File: config.mk
export PLATFORM = sky130hd
export DESIGN_NAME = board_uart_streamer
export DESIGN_NICKNAME = d
export VERILOG_FILES = /design/src/rtl/board_uart_streamer.sv
export SDC_FILE = /design/constraint.sdc
export NUM_CORES = 1
export LEC_CHECK = 0
export CORE_MARGIN = 2
export CORE_UTILIZATION = 56
export DETAILED_ROUTE_END_ITERATION = 8
export PLACE_DENSITY = 0.84
export SLEW_MARGIN = 20
export SYNTH_ARGS = -nofsm -noshare
export SYNTH_HDL_FRONTEND = slang
export SYNTH_SLANG_ARGS = --single-unit
File: constraint.sdc
create_clock -name CLOCK_50 -period 4.1 [get_ports CLOCK_50]
set_input_delay 0.41 -clock CLOCK_50 [delete_from_list [all_inputs] [get_ports CLOCK_50]]
set_output_delay 0.41 -clock CLOCK_50 [all_outputs]
set_load 0.005 [all_outputs]
File: src/rtl/board_uart_streamer.sv
// Streams a 9x9 board as ASCII over a byte-wide UART transmitter (uart_tx8).
// Each row is nine cell characters followed by CR LF, so a frame is 99 bytes.
// Optional feature: define STREAM_HEADER_EN to prefix each frame with "#\r\n".
// Every byte goes through the same handshake: start pulse, wait for uart_busy to
// rise, then wait for it to fall.
module board_uart_streamer (
  input  logic       CLOCK_50,
  input  logic       reset,
  input  logic       send,
  output logic [6:0] cell_addr,
  input  logic [3:0] cell_val,
  input  logic       uart_busy,
  output logic [7:0] data,
  output logic       start,
  output logic       busy,
  output logic       done
);

  typedef enum logic [1:0] {StIdle, StEmit, StWaitAck, StWaitDone} state_e;

  state_e     state_q, state_d;
  logic [3:0] row_q;      // 0..8
  logic [3:0] col_q;      // 0..8 cells, 9 = CR, 10 = LF
  logic [6:0] addr_q;
  logic [7:0] data_q;
  logic       busy_q;
  logic       done_q;
  logic [7:0] char_now;
  logic       last_byte;
  logic       accept;
  logic       emit_fire;
  logic       byte_done;
  logic       advance;
  logic       finish;

`ifdef STREAM_HEADER_EN
  logic       hdr_act_q;
  logic [1:0] hdr_idx_q;
`endif

  // Handshake qualifiers shared by the FSM and the datapath.
  always_comb begin
    accept    = (state_q == StIdle) && send;
    // Extra guard: never start while the transmitter still reports busy.
    emit_fire = (state_q == StEmit) && !uart_busy;
    byte_done = (state_q == StWaitDone) && !uart_busy;
`ifdef STREAM_HEADER_EN
    last_byte = !hdr_act_q && (row_q == 4'd8) && (col_q == 4'd10);
`else
    last_byte = (row_q == 4'd8) && (col_q == 4'd10);
`endif
    advance   = byte_done && !last_byte;
    finish    = byte_done && last_byte;
  end

  // Character for the current frame position.
  always_comb begin
    char_now = 8'h00;
    if (col_q == 4'd9) begin
      char_now = 8'h0D;
    end else if (col_q == 4'd10) begin
      char_now = 8'h0A;
    end else if (cell_val == 4'd0) begin
      char_now = 8'h2E;
    end else if (cell_val <= 4'd9) begin
      char_now = 8'h30 + {4'h0, cell_val};
    end else begin
      char_now = 8'h3F;
    end
`ifdef STREAM_HEADER_EN
    if (hdr_act_q) begin
      unique case (hdr_idx_q)
        2'd0:    char_now = 8'h23;
        2'd1:    char_now = 8'h0D;
        default: char_now = 8'h0A;
      endcase
    end
`endif
  end

  // State register.
  always_ff @(posedge CLOCK_50) begin
    if (reset) begin
      state_q <= StIdle;
    end else begin
      state_q <= state_d;
    end
  end

  // Next-state logic.
  always_comb begin
    state_d = state_q;
    unique case (state_q)
      StIdle:     if (send)       state_d = StEmit;
      StEmit:     if (!uart_busy) state_d = StWaitAck;
      StWaitAck:  if (uart_busy)  state_d = StWaitDone;
      StWaitDone: begin
        if (!uart_busy) state_d = last_byte ? StIdle : StEmit;
      end
      default:    state_d = StIdle;
    endcase
  end

  // Outputs; data follows the live character during the start cycle so the
  // transmitter latches the right byte, then holds until the next emit.
  always_comb begin
    start     = emit_fire;
    data      = emit_fire ? char_now : data_q;
    busy      = busy_q;
    done      = done_q;
    cell_addr = addr_q;
  end

  // Position counters, read address, held data byte and status flags.
  always_ff @(posedge CLOCK_50) begin
    if (reset) begin
      row_q     <= 4'd0;
      col_q     <= 4'd0;
      addr_q    <= 7'd0;
      data_q    <= 8'h00;
      busy_q    <= 1'b0;
      done_q    <= 1'b0;
`ifdef STREAM_HEADER_EN
      hdr_act_q <= 1'b0;
      hdr_idx_q <= 2'd0;
`endif
    end else begin
      done_q <= finish;
      if (finish) begin
        busy_q <= 1'b0;
      end
      if (emit_fire) begin
        data_q <= char_now;
      end
      if (accept) begin
        row_q     <= 4'd0;
        col_q     <= 4'd0;
        addr_q    <= 7'd0;
        busy_q    <= 1'b1;
`ifdef STREAM_HEADER_EN
        hdr_act_q <= 1'b1;
        hdr_idx_q <= 2'd0;
`endif
      end
`ifdef STREAM_HEADER_EN
      if (advance && hdr_act_q) begin
        if (hdr_idx_q == 2'd2) begin
          hdr_act_q <= 1'b0;
        end else begin
          hdr_idx_q <= hdr_idx_q + 2'd1;
        end
      end else if (advance) begin
`else
      if (advance) begin
`endif
        if (col_q == 4'd10) begin
          col_q <= 4'd0;
          row_q <= row_q + 4'd1;
        end else begin
          col_q <= col_q + 4'd1;
        end
        // The address only moves when the next position is a cell; it holds
        // across CR/LF, and row*9+8 -> (row+1)*9 is again a plain increment.
        if ((col_q == 4'd10) || (col_q < 4'd8)) begin
          addr_q <= addr_q + 7'd1;
        end
      end
    end
  end

endmodule

# [After elaboration in Yosys (flattened, before gate mapping)]
# Index checks and enable logic that the tools add are counted.
[totals] reg_bits=27 in_bits=8 out_inout_bits=18
[op_classes] eq_ne=10 mux=22 order_cmp=2 add_sub_neg=4 n_reduce_logical=14
[ops] op="$mux 7" count=7
[ops] op="$mux 4" count=6
[ops] op="$eq 4x4->1 const B" count=3
[ops] op="$add 4x1->4 const B" count=2
[ops] op="$mux 2" count=4
[ops] op="$mux 8" count=1
[ops] op="$ne 2x2->1 const B" count=4
[ops] op="$pmux 2 s4" count=1
[ops] op="$add 6x4->7 const A" count=1
[ops] op="$add 7x1->7 const B" count=1
[ops] op="$logic_and 1x1->1" count=6
[ops] op="$eq 2x2->1 const B" count=2
[ops] op="$le 4x4->1 const B" count=1
[ops] op="$logic_not 4->1" count=1
[ops] op="$lt 4x4->1 const B" count=1
[ops] op="$reduce_and 4->1" count=1
[ops] op="$reduce_bool 2->1" count=2
[ops] op="$mux 1" count=3
[ops] op="$eq 2x1->1 const B" count=1
[ops] op="$logic_not 1->1" count=2
[ops] op="$logic_not 2->1" count=1
[ops] op="$logic_or 1x1->1" count=1

# [Logic depth before layout (Yosys ltp)]
# Gate-level depths: netlist of run 1.
[depth] word_depth=6 depth_mapped=8 ltp_nobuf=7

# [Worst setup path before layout of run 1]
# No wires, ideal clock.
[synth_timing] kind="reg-to-output" from="reg state_q[1]" to="out data[1]" n_path_buf=1 path_stages_with_launch=9 arrival_ps=1381 required_time_ps=3690 setup_slack_ps=2309 cell_sequence="dfxtp_1 inv_1 ha_1 nand2b_1 buf_2 clkinv_1 nand2_1 o22ai_1 a31oi_1"
[synth_between] elab_chain_len=3
[synth_rtl] item="start: declaration" line_no="21" source="state_e state_q, state_d;"
[synth_rtl] item="start signal: assignment" line_no="84" source="state_q <= StIdle;"
[synth_rtl] item="start signal: assignment" line_no="86" source="state_q <= state_d;"
[synth_rtl] item="$eq 2x1->1" line_no="45" source="emit_fire = (state_q == StEmit) && !uart_busy;"
[synth_rtl] item="$logic_and 1x1->1" line_no="45"
[synth_rtl] item="via start" line_no="14" source="output logic start,"
[synth_rtl] item="$mux 8" line_no="108" source="data = emit_fire ? char_now : data_q;"
[synth_rtl] item="end: declaration" line_no="13" source="output logic [7:0] data,"
# The timed path passes the listed nets, and every way through them passes these cells.

# [Worst setup path in the final report of run 1]
[layout_timing] from="reg state_q[1]" to="out data[1]"
[layout_between] elab_chain_len=3
[layout_rtl] item="$eq 2x1->1" line_no="45"
[layout_rtl] item="$logic_and 1x1->1" line_no="45"
[layout_rtl] item="$mux 8" line_no="108"
# No other way between the ends.

==> results.yml, run 1 <==
sta:
  setup-violations-final: 0
  finalCritPeriodShare_pct: 71.4
  clock_skew_ns: 0.00759
  hold_ws_ns: 0.475
  tightest_slew_ns: 0.549
  min_period_ns: 2.93
  slew_headroom_pct: 63.1
  hold_violations: 0
  rsz0062_at_grt: "false"
  tns_ns: 0
  fmax_ghz: 0.342
  slew_viol_final: 0
setup_path:
  endpoint: "data[1]"
  crit_start: "state_q[1]"
  cp-start-kind: "register"
  reg2regPathDepth: 5
  crit_arrival_ns: 2.52
  crit_type: "register to primary output"
  endpoint_kind: "primary output"
  setup.reg_to_reg.worst_slack_ns: 2.18
  r2r_start: "state_q[1]"
  required_ns: 3.69
  reg2reg_to: "cell_addr[6]"
  crit_path_max_fanout: 10
finish:
  drive_gt1_share_pct: 4.93
  fin_util_pct: 71.1
  syn_to_final_growth_pct: 17.4
  fillerInstances: 228
  fin_cells: 233
  final_nets: 220
  diodes: 0
routing:
  routed_via_density: 5.73
  routed_wl_mm: 3.09
  ant_nets: 0
  drtPass1Iterations: 4
  drc: 0
  vias: 1335
  wl_per_cell_um: 13.3
  drtIter0Drc: 32
clocking:
  cts.clk_slew.worst_paths_ns: 0.14
  htree_levels: 1
  post_cts_buffers: 0
  root_buffer: "clkbuf_4"
  hold_buffers: 0
  cts_num_sinks: 27
  cts_buffer_depth: 2
  numCtsBuffers: 3
  cts_tree: "done"
  clock_latency_ns: 0.33
  cts.repair.resized: 0
power:
  power_leakage_uw: 0.000661
  p_seq_share_pct: 45.3
  internal-power_uw: 445
  power.share.clock_pct: 17.5
  pwr-share-comb_pct: 37.2
  p_per_area_nw_per_um2: 374
  p_switching_uw: 225
  switching_share_pct: 33.6
  peakVddDrop_mv: 0.281
logic_synthesis:
  synth_top_area_share_pct: 35.4
  yosys-top-cells-count: "dfxtp_1, nand2_1, a21oi_1"
  synth_area_leaders: "dfxtp_1, ha_1, nand2_1"
  synth_area_um2: 1530
  yosysWarnings: 0
  yosysSeqAreaShare_pct: 35.4
  syn_area_per_cell_um2: 8.35
  synth_top_cell_by_area: "dfxtp_1"
  synthCells: 183
  yosysMostFrequentCell: "dfxtp_1"
  ys.flop_type: "dfxtp_1"
  synth-edff-count: 0
  async_reset_ff_share_pct: 0
  synth_nets: 199
  synth_seq_cells: 27
  ys_types: 44
status:
  status: "complete, no violations"
global_route:
  grt_first_pass_wirelength_mm: 5.02
  grt_pass1_vias: 1256
  grt_overflow: 0
  antenna_found_initial: 0
  grt_max_degree: 28
  grt_use_total_pct: 19.6
placement:
  dp.cells: 229
  dp.final_hpwl_mm: 2.29
  io_buffers: 25
  place.gp.congestion: 0.920
die:
  coreArea_um2: 2520
  io_pins: 26
  fp.dieW_um: 56.2
  die_h_um: 56.2
  initial_core_util_pct: 60.6
  row_count: 18
  dieArea_um2: 3160
worst_hold_path:
  hp-class: "register to register"
flow_run:
  cap_violations: 0
## power by group through the flow
stage | sequential [uW] | clock, uW | combinational (uW)
2_1_floorplan | 305 | 0 | 154
3_3_place_gp | 308 | 0 | 238
3_5_place_dp | 310 | 0 | 250
4_1_cts | 304 | 118 | 250
5_1_grt | 306 | 129 | 274
6_report | 304 | 117 | 249
## worst max-delay path, stage by stage (launching register included)
cell and delay (ns):
dfxtp_1 0.43, inv_1 0.11, ha_1 0.21, nand2b_1 0.25, clkinv_1 0.29, nand2_1 0.12
o22ai_1 0.08, a31oi_1 0.18, clkdlybuf4s50_1 0.52
## layer usage
layer	share of wire [%]	vias to the layer above	track usage [%]
met1	46	611	22.1
li1	-	691	-
met3	3.8	6	3.26
met2	48	27	34.3
met5	0	-	0
met4	2.0	0	11.6
## sequential cells by signal, indices dropped and copies added (netlist names)
| register | cells |
|---|---|
| data_q | 8 |
| cell_addr | 7 |
| col_q | 4 |
| row_q | 4 |
| state_q | 2 |
| busy | 1 |
| done | 1 |
## cell usage in the layout (no fill, tap or decap), types with 5 or more instances in the layout
master | Yosys | layout
nor2_1 | 12 | 12
nor3_1 | 6 | 6
nor2b_1 | 6 | 6
nand3_1 | 5 | 5
a21oi_1 | 15 | 15
dfxtp_1 | 27 | 27
o21ai_0 | 10 | 10
clkdlybuf4s50_1 | 0 | 25
inv_1 | 7 | 7
ha_1 | 8 | 8
nand2_1 | 21 | 21
## through the flow
step | setup slack, ns | cell area [um2] | total power, uW
finish | 1.17 | 1790 | 671
global route | 1.01 | 1790 | 709
CTS | 1.17 | 1790 | 672
detailed placement | 1.24 | 1770 | 559
global placement | 1.36 | 1770 | 545
floorplan | 2.31 | 1530 | 458
## cell families after synthesis
group	Yosys count	synth area share (%)
buffers and inverters	18	5.73
flip-flops	27	35.4
multiplexers	2	1.31
XOR/XNOR	4	2.29
adder cells (fa/ha/maj)	8	6.55
AO/OA/AOI/OAI	52	22.2
AND/OR/NAND/NOR	72	26.5
## worst min path at each step
stage | end | cells past startpoint | startpoint | slack, ns
2_1_floorplan | data_q[3] | 2 | data_q[3] | 0.44
3_3_place_gp | data_q[0] | 2 | data_q[0] | 0.45
3_5_place_dp | data_q[0] | 2 | data_q[0] | 0.46
4_1_cts | data_q[0] | 2 | data_q[0] | 0.48
5_1_grt | data_q[5] | 2 | data_q[5] | 0.50
6_report | data_q[0] | 2 | data_q[0] | 0.48
## layout make-up
| type | count | area [um2] | share of cell area (%) |
|---|---|---|---|
| clock buffer | 3 | 22.5 | 1.26 |
| clock inverter | 1 | 5.00 | 0.279 |
| inverter | 8 | 30.0 | 1.67 |
| multi-input combinational | 138 | 900 | 50.2 |
| sequential | 27 | 541 | 30.1 |
| tap | 30 | 37.5 | 2.09 |
| timing repair buffer | 26 | 258 | 14.4 |
Note: power is estimated with default switching activity, not from simulation.
==> inputs of run 2 (changes only) <==
--- a/config.mk
+++ b/config.mk
@@ -6,9 +6,9 @@
 export NUM_CORES = 1
 export LEC_CHECK = 0
 export CORE_MARGIN = 2
-export CORE_UTILIZATION = 56
+export CORE_UTILIZATION = 52
 export DETAILED_ROUTE_END_ITERATION = 8
-export PLACE_DENSITY = 0.84
+export PLACE_DENSITY = 0.79
 export SLEW_MARGIN = 20
 export SYNTH_ARGS = -nofsm -noshare
 export SYNTH_HDL_FRONTEND = slang
==> constraint.sdc (replaced) <==
create_clock -name CLOCK_50 -period 2.9 [get_ports CLOCK_50]
set_input_delay 0.29 -clock CLOCK_50 [delete_from_list [all_inputs] [get_ports CLOCK_50]]
set_output_delay 0.29 -clock CLOCK_50 [all_outputs]
set_load 0.005 [all_outputs]
==> run 2 against run 1 <==
Effect of this change: core utilization fell by 6.3 points; via count rose by 4.5%; sequential share of layout area fell by 0.15 points.
==> results.yml, run 2 (synthesis results as in run 1) <==
status:
  status: "complete, no violations"
sta:
  tns_ns: 0
  finalCritPeriodShare_pct: 91.0
  min_period_ns: 2.64
  hold_violations: 0
  setup-violations-final: 0
  clock_skew_ns: 0.00893
  rsz0062_at_grt: "false"
  slew_headroom_pct: 62.8
  setup_slack_ns: 0.260
  slew_viol_final: 0
  fmax_ghz: 0.379
  tightest_slew_ns: 0.554
placement:
  dpl_cell_area_um2: 1770
  io_buffers: 25
  place.gp.congestion: 0.853
  dp.final_hpwl_mm: 2.50
  pre_cts_ws_ns: 0.494
setup_path:
  required_ns: 2.61
  crit_type: "register to primary output"
  endpoint_kind: "primary output"
  crit_path_max_fanout: 11
  cp-start-kind: "register"
  crit_arrival_ns: 2.35
die:
  io_pins: 26
  die_h_um: 58.2
  initial_core_util_pct: 54.9
  row_count: 19
  coreArea_um2: 2780
  dieArea_um2: 3390
  fp.dieW_um: 58.2
finish:
  largest_reg_flops: 8
  diodes: 0
  fillerInstances: 239
  fin_area_um2: 1800
  syn_to_final_growth_pct: 17.9
  drive_gt1_share_pct: 5.39
  largest-register: "data_q"
  final_nets: 221
  final_common_cell: "dfxtp_1"
  layout_common_cells: "dfxtp_1, clkdlybuf4s50_1, nand2_1"
global_route:
  grt_first_pass_wirelength_mm: 5.91
  grt_pass1_vias: 1447
  grt_use_total_pct: 22.0
  grt_overflow: 0
  grt_max_degree: 27
  antenna_found_initial: 0
clocking:
  cts_num_sinks: 27
  hold_buffers: 0
  post_cts_buffers: 0
  cts.repair.resized: 0
  htree_levels: 1
  cts.clk_slew.worst_paths_ns: 0.15
  numCtsBuffers: 3
  clock_latency_ns: 0.32
  cts_buffer_depth: 2
  root_buffer: "clkbuf_4"
  cts_tree: "done"
routing:
  routed_via_density: 5.94
  drtPass1Iterations: 4
  routed_wl_mm: 3.38
  wl_per_cell_um: 14.4
  drtIter0Drc: 62
  drc: 0
  ant_nets: 0
  vias: 1395
power:
  peakVddDrop_mv: 0.399
  p_per_area_nw_per_um2: 534
  pwr-share-comb_pct: 38.3
  internal-power_uw: 635
  switching_share_pct: 34.0
  power_leakage_uw: 0.000665
  p_switching_uw: 326
  power.share.clock_pct: 16.9
  p_seq_share_pct: 44.8
flow_run:
  cap_violations: 0
worst_hold_path:
  hp-class: "register to register"
## run 2: cell count changes in the layout (fill, tap and decap cells not counted), sizes merged
cell,change
buf,+1
## run 2: power by group through the flow
stage | registers (uW) | logic, uW | clock network, uW
after global routing | 437 | 411 | 179
after detailed placement | 439 | 366 | 0
after global placement | 435 | 347 | 0
after floorplan | 431 | 217 | 0
final | 431 | 368 | 162
after CTS | 431 | 367 | 166
## run 2: worst max-delay path, cell delays in order, from the launching register on
cell and delay, ns:
dfxtp_1 0.60, or3b_2 0.52, a31oi_1 0.18, o21ai_0 0.13, nand2_1 0.09, clkdlybuf4s50_1 0.51
## run 2: path summary, 6_finish.rpt
path / to / from / cells after the start / slack [ns]
worst max-delay path: data[0] / col_q[3] / 5 / 0.26
worst min-delay path: data_q[0] / data_q[0] / 2 / 0.48
worst max register to register: cell_addr[3] / state_q[1] / 5 / 0.97
worst min register to register: data_q[0] / data_q[0] / 2 / 0.48
## run 2: stage by stage
stage / std cells / power (uW) / utilization [%] / hold WS, ns
after global routing: 235 / 1030 / 64.8 / 0.506
after global placement: 231 / 782 / 63.8 / 0.451
after detailed placement: 231 / 805 / 63.8 / 0.467
after CTS: 235 / 963 / 64.8 / 0.487
final: 235 / 961 / 64.8 / 0.483
after floorplan: 183 / 648 / - / 0.440
## run 2: cell type report
cell class	count	area [um2]	share of cell area [%]
clock buffers	3	22.5	1.25
clock inverters	1	5.00	0.278
inverters	8	30.0	1.67
multi-input cells	138	900	49.9
flip-flops and latches	27	541	30.0
well taps	31	38.8	2.15
repair buffers	27	265	14.7
## run 2: routing by layer
layer	GRT usage (%)	part of all wire [%]
met3	2.90	2.8
met5	0	0
met2	39.9	50
met4	12.3	2.3
met1	24.5	45
